**src/rtl/shift_reg_pkg.sv**
```systemverilog
// shift_reg_pkg: mode/state encodings and the shared single-step shift function.
package shift_reg_pkg;
  localparam int MAX_W = 64;
  typedef enum logic [2:0] {HOLD, SHL, SHR, ROL, ROR, ASR, LOAD, RSVD} shift_mode_e;
  typedef enum logic {IDLE, RUN} shift_fsm_e;
  // r holds a w-bit value zero-extended to MAX_W; w may be 2..MAX_W
  function automatic logic [MAX_W-1:0] shift_step(input logic [MAX_W-1:0] r, input int w,
                                                  input shift_mode_e mode, input logic ser_l,
                                                  input logic ser_r);
    logic [MAX_W-1:0] m, top, hi;
    m = (MAX_W'(1) << w) - MAX_W'(1);
    top = MAX_W'(1) << (w - 1);
    hi = r >> (w - 1);
    return mode == SHL ? ((r << 1) | MAX_W'(ser_l)) & m :
           mode == SHR ? (r >> 1) | (ser_r ? top : '0) :
           mode == ROL ? ((r << 1) | MAX_W'(hi[0])) & m :
           mode == ROR ? (r >> 1) | (r[0] ? top : '0) :
           mode == ASR ? (r >> 1) | (hi[0] ? top : '0) : r;
  endfunction
endpackage

```
**src/rtl/shift_reg_univ.sv**
```systemverilog
// shift_reg_univ: universal shift register with parallel load and counted burst sequencer.
// Optional parity_o output enabled by SHIFT_REG_PARITY_EN.
module shift_reg_univ
  import shift_reg_pkg::*;
#(
  parameter int WIDTH = 8,
  parameter logic [WIDTH-1:0] RST_VAL = '0,
  localparam int CNT_W = $clog2(WIDTH + 1)
) (
  input  logic             clk_i,
  input  logic             rst_i,
  input  logic [2:0]       mode_i,
  input  logic             ser_l_i,
  input  logic             ser_r_i,
  input  logic [WIDTH-1:0] par_i,
  input  logic             start_i,
  input  logic [CNT_W-1:0] cnt_i,
  output logic [WIDTH-1:0] par_o,
`ifdef SHIFT_REG_PARITY_EN
  output logic             parity_o,
`endif
  output logic             ser_o,
  output logic             busy_o,
  output logic             done_o
);
  shift_fsm_e state_q;
  shift_mode_e mode_q, eff_mode, in_mode;
  logic [CNT_W-1:0] cnt_q;
  logic [WIDTH-1:0] r_q, r_d, stepped;
  logic idle, accept, last, done_q;
  always_comb begin
    in_mode = shift_mode_e'(mode_i);
    idle = state_q == IDLE;
    accept = idle && start_i && in_mode >= SHL && in_mode <= ASR && cnt_i != '0;
    last = !idle && cnt_q == CNT_W'(1);
    eff_mode = idle ? in_mode : mode_q;
    stepped = WIDTH'(shift_step(MAX_W'(r_q), WIDTH, eff_mode, ser_l_i, ser_r_i));
    // any start request in IDLE (accepted or degenerate) freezes the register for that edge
    r_d = (idle && start_i) ? r_q : eff_mode == LOAD ? par_i : stepped;
  end
  always_ff @(posedge clk_i) begin
    if (rst_i) begin
      state_q <= IDLE;
      mode_q <= HOLD;
      cnt_q <= '0;
      r_q <= RST_VAL;
      done_q <= 1'b0;
    end else begin
      r_q <= r_d;
      done_q <= last || (idle && start_i && !accept);
      state_q <= accept ? RUN : last ? IDLE : state_q;
      mode_q <= accept ? in_mode : mode_q;
      cnt_q <= accept ? cnt_i : idle ? cnt_q : cnt_q - CNT_W'(1);
    end
  end
`ifdef SHIFT_REG_PARITY_EN
  always_ff @(posedge clk_i) parity_o <= rst_i ? ^RST_VAL : ^r_d;
`endif
  assign par_o = r_q;
  assign busy_o = !idle;
  assign done_o = done_q;
  assign ser_o = (eff_mode == SHL || eff_mode == ROL) ? r_q[WIDTH-1] : r_q[0];
endmodule

```
**config.mk**
```make
export PLATFORM = sky130hd
export DESIGN_NAME = shift_reg_univ
export DESIGN_NICKNAME = d
export VERILOG_FILES = /design/src/rtl/shift_reg_pkg.sv /design/src/rtl/shift_reg_univ.sv
export SDC_FILE = /design/constraint.sdc
export NUM_CORES = 1
export LEC_CHECK = 0
export CORE_MARGIN = 5
export CORE_UTILIZATION = 50
export DETAILED_ROUTE_END_ITERATION = 10
export GPL_ROUTABILITY_DRIVEN = 0
export PLACE_DENSITY = 0.83
export REMOVE_ABC_BUFFERS = 1
export SLEW_MARGIN = 5
export SYNTH_ARGS = -nofsm -noshare
export SYNTH_HDL_FRONTEND = slang
export SYNTH_SLANG_ARGS = --single-unit
export TNS_END_PERCENT = 100
```
**constraint.sdc**
```tcl
create_clock -name clk_i -period 3.5 [get_ports clk_i]
set_input_delay 0.525 -clock clk_i [delete_from_list [all_inputs] [get_ports clk_i]]
set_output_delay 0.525 -clock clk_i [all_outputs]
set_load 0.01 [all_outputs]
```
# Yosys cells after proc, flatten, opt, wreduce, memory -nomap -nowiden
# Cells that the tools add are included.
# totals
ff_bits,17
input_bits,20
out_inout_bits,11
wordCells,51
# classes
n_addsub,1
n_lt_le_gt_ge,2
eq_ne,7
muxes,15
n_bitwise,7
reduce_logical,14
# ops
operator,n
two-way mux 8 bit,9
bitwise OR 7 x 8 -> 8 bit,3
bitwise OR 8 x 1 -> 8 bit,2
"== test 3 bit, second input constant",3
two-way mux 4 bit,2
"== test 3 x 2 -> 1 bit, second input constant",2
logical AND 1 bit,6
nonzero test 6 bit,1
"== test 4 x 1 -> 1 bit, second input constant",1
nonzero test 2 bit,2
nonzero test 4 bit,1
"subtractor 4 x 1 -> 4 bit, second input constant",1
"== test 3 x 1 -> 1 bit, second input constant",1
">= comparator 3 x 1 -> 1 bit, second input constant",1
"less-or-equal comparator 3 bit, second input constant",1
two-way mux 1 bit,3
two-way mux 3 bit,1
logical OR 1 bit,2
inverter 1 bit,2
AND reduction 2 bit,1
zero test 1 bit,1

# Logic depth before layout (Yosys ltp)
# logic_depth
depth_word,8
depth_mapped,6
mapped_depth_nobuf,5

# Worst setup path before layout
# Ideal clock, no wire load.
# synth_timing
path_type,register -> output
startpoint,register state_q (netlist: busy_o)
endpoint,output ser_o
t_arrival_ns,1.460
required_time_ns,2.975
setup_slack_ns,1.515
path_stages_with_launch,6
n_path_buf,2
cell_sequence,dfxtp_1 > buf_6 > clkbuf_1 > nor3b_2 > nor2_1 > mux2_1
# synth_between
elab_chain_cells,4
word_cells_on_any_way,5
cone_classes,2 x eq/ne; 2 x mux; 1 x reduce/logical
# synth_rtl
element,line_no,text
from (decl),shift_reg_univ.sv:26,shift_fsm_e state_q;
from (signal assigned),shift_reg_univ.sv:51,state_q <= accept ? RUN : last ? IDLE : state_q;
two-way mux 3 bit (*),shift_reg_univ.sv:36,eff_mode = idle ? in_mode : mode_q;
== test 3 x 1 -> 1 bit / == test 3 x 2 -> 1 bit (equally long branches),shift_reg_univ.sv:62,assign ser_o = (eff_mode == SHL || eff_mode == ROL) ? r_q[WIDTH-1] : r_q[0];
logical OR 1 bit (*),shift_reg_univ.sv:62,
two-way mux 1 bit (*),shift_reg_univ.sv:62,
to (decl),shift_reg_univ.sv:22,"output logic ser_o,"
# Mark *: on every way between the ends. The rest lies on a longest branch, timed or not.

# Worst setup path after layout
# layout_timing
startpoint,input mode_i[2]
endpoint,output ser_o
# layout_between
elab_chain_cells,4
word_cells_on_any_way,5
cone_classes,2 x eq/ne; 2 x mux; 1 x reduce/logical
# layout_rtl
element,line_no,text
from (decl),shift_reg_univ.sv:12,"input logic [2:0] mode_i,"
two-way mux 3 bit (*),shift_reg_univ.sv:36,
== test 3 x 1 -> 1 bit / == test 3 x 2 -> 1 bit (equally long branches),shift_reg_univ.sv:62,
logical OR 1 bit (*),shift_reg_univ.sv:62,
two-way mux 1 bit (*),shift_reg_univ.sv:62,
# Marks and branches as above.

==> run summary <==
### Status
- finished clean — result of the run

### Yosys
- 1090 sq um — cell area after technology mapping
- 17 — number of storage elements in the synthesis netlist
- 0 — total of warnings raised by yosys
- 0 — EDFF count, synth
- 8.57 sq um — mean instance size in the synthesized netlist
- 38 — Unique masters post-synth
- 127 — Synth Instances
- sky130_fd_sc_hd__dfxtp_1 — flip-flop cell with the highest count after synthesis
- 0% — fraction of registers with async set/reset
- 31.3% — post-synthesis sequential area ratio

### Cells and area
- 6.54% — share of cells above drive strength 1
- 340 sq um — register area
- 176 — Nets
- 29.0% — Area Overhead vs Synth
- 160 — Fill cells
- 1400 sq um — Layout Cell Area excl Fill
- 688 sq um — area occupied by multi-input gates
- 180 — final non-filler cell total
- 0 — number of diodes added for antenna fixing

### STA
- 0.705 ns — slew at the pin with the worst max-slew slack
- 0.00400 ns — maximum clock skew at final layout
- 0.551 ns — Final WS setup
- 0 — Setup violations, final
- 0.339 GHz — f_max
- 53.0% — Max-Slew Margin vs Limit
- 0 — number of pins with negative max-slew slack in the final report
- 84.3% — period utilisation layout
- 0 — number of hold violations in the final report
- 2.95 ns — time the worst path needs with I/O delays and setup
- false — setup repair after global routing missed its margin
- 0 ns — aggregate negative setup slack

### Drt
- 1046 — number of vias after detailed routing
- 0 — Detail Route Antenna Nets
- 0 — Residual DRC
- 5.81 — routed vias/inst
- 14.2 microns — Routed wire per std cell
- 2550 microns — final wirelength
- 33 — Starting DRT DRC Count
- 4 — number of optimization iterations in the first detailed-route pass

### Die
- 56.7 microns — chip width
- 2020 sq um — CORE AREA
- 16 — row cnt
- 56.7 microns — overall die height
- 53.8% — starting utilization of the core area
- 31 — number of placed I/O pins
- 3210 sq um — area enclosed by the die boundary

### Worst setup path
- 2.42 ns — data arrival time of the critical path
- 2.97 ns — Critical Path RT
- output pin — endpoint class of the critical path
- clkdlybuf4s50_1, nor3b_2, nor2_1, mux2_1, clkdlybuf4s50_1 — Critical Path, Cell by Cell
- sky130_fd_sc_hd__clkdlybuf4s50_1 — critical path's slowest cell
- input pin — Startpoint Class
- sky130_fd_sc_hd__clkdlybuf4s50_1 — cell repeated most along the worst path
- 8 — top fanout value on the critical path
- in -> out — Critical Setup Path Class
- 0.54 ns — Slowest Stage Delay on Critical Path

### CTS
- 0 — post-cts resize count
- 3 — TritonCTS buffer count
- sky130_fd_sc_hd__clkbuf_4 — root buffer selected by CTS
- 1 — number of H-tree levels
- 0 — setup bufs post-CTS
- 0.29 ns — clock insertion delay at the later pin of the skew report
- 2 — clock buffer depth
- 0 — count of hold buffers inserted by post-cts repair
- yes — TritonCTS clock tree
- 17 — sink count of the clock tree
- 0.09 ns — Clock Pin Slew Worst Setup and Hold Paths

### Power and ir drop
- 0.513 nW — reported leakage power
- 0.211 mV — worst vdd ir
- 0.000495 W — Design Power
- 353 nW/um^2 — power per cell area

### Min path
- reg -> reg — class of the most critical hold timing path

### Placement
- 1930 microns — half-perimeter wire length after placement
- 30 — total of buffers placed on input and output ports
- 1380 sq um — instance area at placement
- 0.573 ns — worst setup slack after placement
- 176 — Placed Instances

### Global routing
- 16.6% — Total Routing Usage GR
- 21 — maximum number of pins on one net before global-route repair
- 4310 microns — global-route wire length before repair
- 0 — overall overflow remaining after global route
- 934 — number of global-route vias before repair
- 0 — number of antenna violations at the first check in global routing

### Job
- 0 — max cap viols

## metrics by stage
| step | hold slack [ns] | utilization (%) |
|---|---|---|
| 6_report | 0.536 | 69.4 |
| 5_1_grt | 0.555 | 69.4 |
| 4_1_cts | 0.536 | 69.4 |
| 3_5_place_dp | 0.514 | 68.1 |
| 3_3_place_gp | 0.505 | 68.1 |
| 2_1_floorplan | 0.488 | - |
## power breakdown
group | switching, W | internal (W) | total [W]
logic | 0.0000708 | 0.0000860 | 0.000157
registers | 0.0000222 | 0.000211 | 0.000233
clock network | 0.0000609 | 0.0000444 | 0.000105
## worst max-delay path, delay by kind of cell
kind	cells	cell delay, ns
buffers and inverters	2	1.02
AND/OR/NAND/NOR	2	0.55
multiplexers	1	0.33
## cell families (layout without fill, tap and decap cells)
family / after synthesis / in the layout / share of synthesized area (%)
muxes: 7 / 7 / 7.59
buffers and inverters: 12 / 38 / 5.52
xor gates and xnor gates: 3 / 3 / 2.41
DFF: 17 / 17 / 31.3
and+or+nand+nor: 52 / 52 / 27.2
AOI/OAI and AO/OA: 34 / 34 / 23.7
adders and majority gates: 2 / 2 / 2.30
## cells in the final DEF, fill, tap and decap left out, types with 2 or more instances in the layout
cell type / count
sky130_fd_sc_hd__dfxtp_1: 17
sky130_fd_sc_hd__clkbuf_4: 3
sky130_fd_sc_hd__a211oi_1: 4
sky130_fd_sc_hd__nand2b_1: 7
sky130_fd_sc_hd__inv_1: 4
sky130_fd_sc_hd__nor2b_1: 2
sky130_fd_sc_hd__a32o_1: 7
sky130_fd_sc_hd__mux2i_1: 3
sky130_fd_sc_hd__xor2_1: 2
sky130_fd_sc_hd__clkdlybuf4s50_1: 30
sky130_fd_sc_hd__a22oi_1: 3
sky130_fd_sc_hd__nor2_1: 11
sky130_fd_sc_hd__nand3_1: 12
sky130_fd_sc_hd__or3b_1: 2
sky130_fd_sc_hd__o21ai_0: 6
sky130_fd_sc_hd__a21oi_1: 8
sky130_fd_sc_hd__ha_1: 2
sky130_fd_sc_hd__nand2_1: 6
sky130_fd_sc_hd__mux2_4: 2
sky130_fd_sc_hd__nor3_1: 3
## layer usage
layer	vias up	routed length, microns	global-route usage, %
met5	-	0	0
met2	36	1120	24.4
met3	5	198	4.13
li1	527	-	-
met4	0	38	6.10
met1	478	1200	23.2
## layout make-up
| type | count | area share, % |
|---|---|---|
| multi-input combinational | 98 | 49.0 |
| sequential | 17 | 24.2 |
| timing repair buffer | 30 | 21.4 |
| tap | 27 | 2.41 |
| clock buffer | 4 | 1.87 |
| inverter | 4 | 1.07 |
## synthesized netlist by cell type, drive strengths merged (3+ instances only)
library cell | n | area share, %
a32o | 7 | 6.4
a21oi | 8 | 3.7
inv | 4 | 1.4
dfxtp | 17 | 31
mux2i | 3 | 2.8
nor2 | 11 | 3.8
clkbuf | 6 | 2.1
a211oi | 4 | 2.8
a22oi | 3 | 2.1
nand2b | 7 | 4.0
nand3 | 12 | 5.5
mux2 | 4 | 4.8
nor3 | 3 | 1.4
o21ai | 6 | 2.8
nand2 | 6 | 2.1
## worst paths after layout
path | start | depth (start not counted) | to | slack [ns]
max | mode_i[2] | 5 | ser_o | 0.55
min | par_o[0] | 1 | par_o[0] | 0.54
max reg2reg | busy_o | 4 | par_o[5] | 1.32
min reg2reg | par_o[0] | 1 | par_o[0] | 0.54
## sequential cells by signal (all words and copies together), names as in the netlist
register and count:
mode_q 3, busy_o 1, par_o 8, done_o 1, cnt_q 4
No activity file was read; power rests on OpenSTA's default activity.
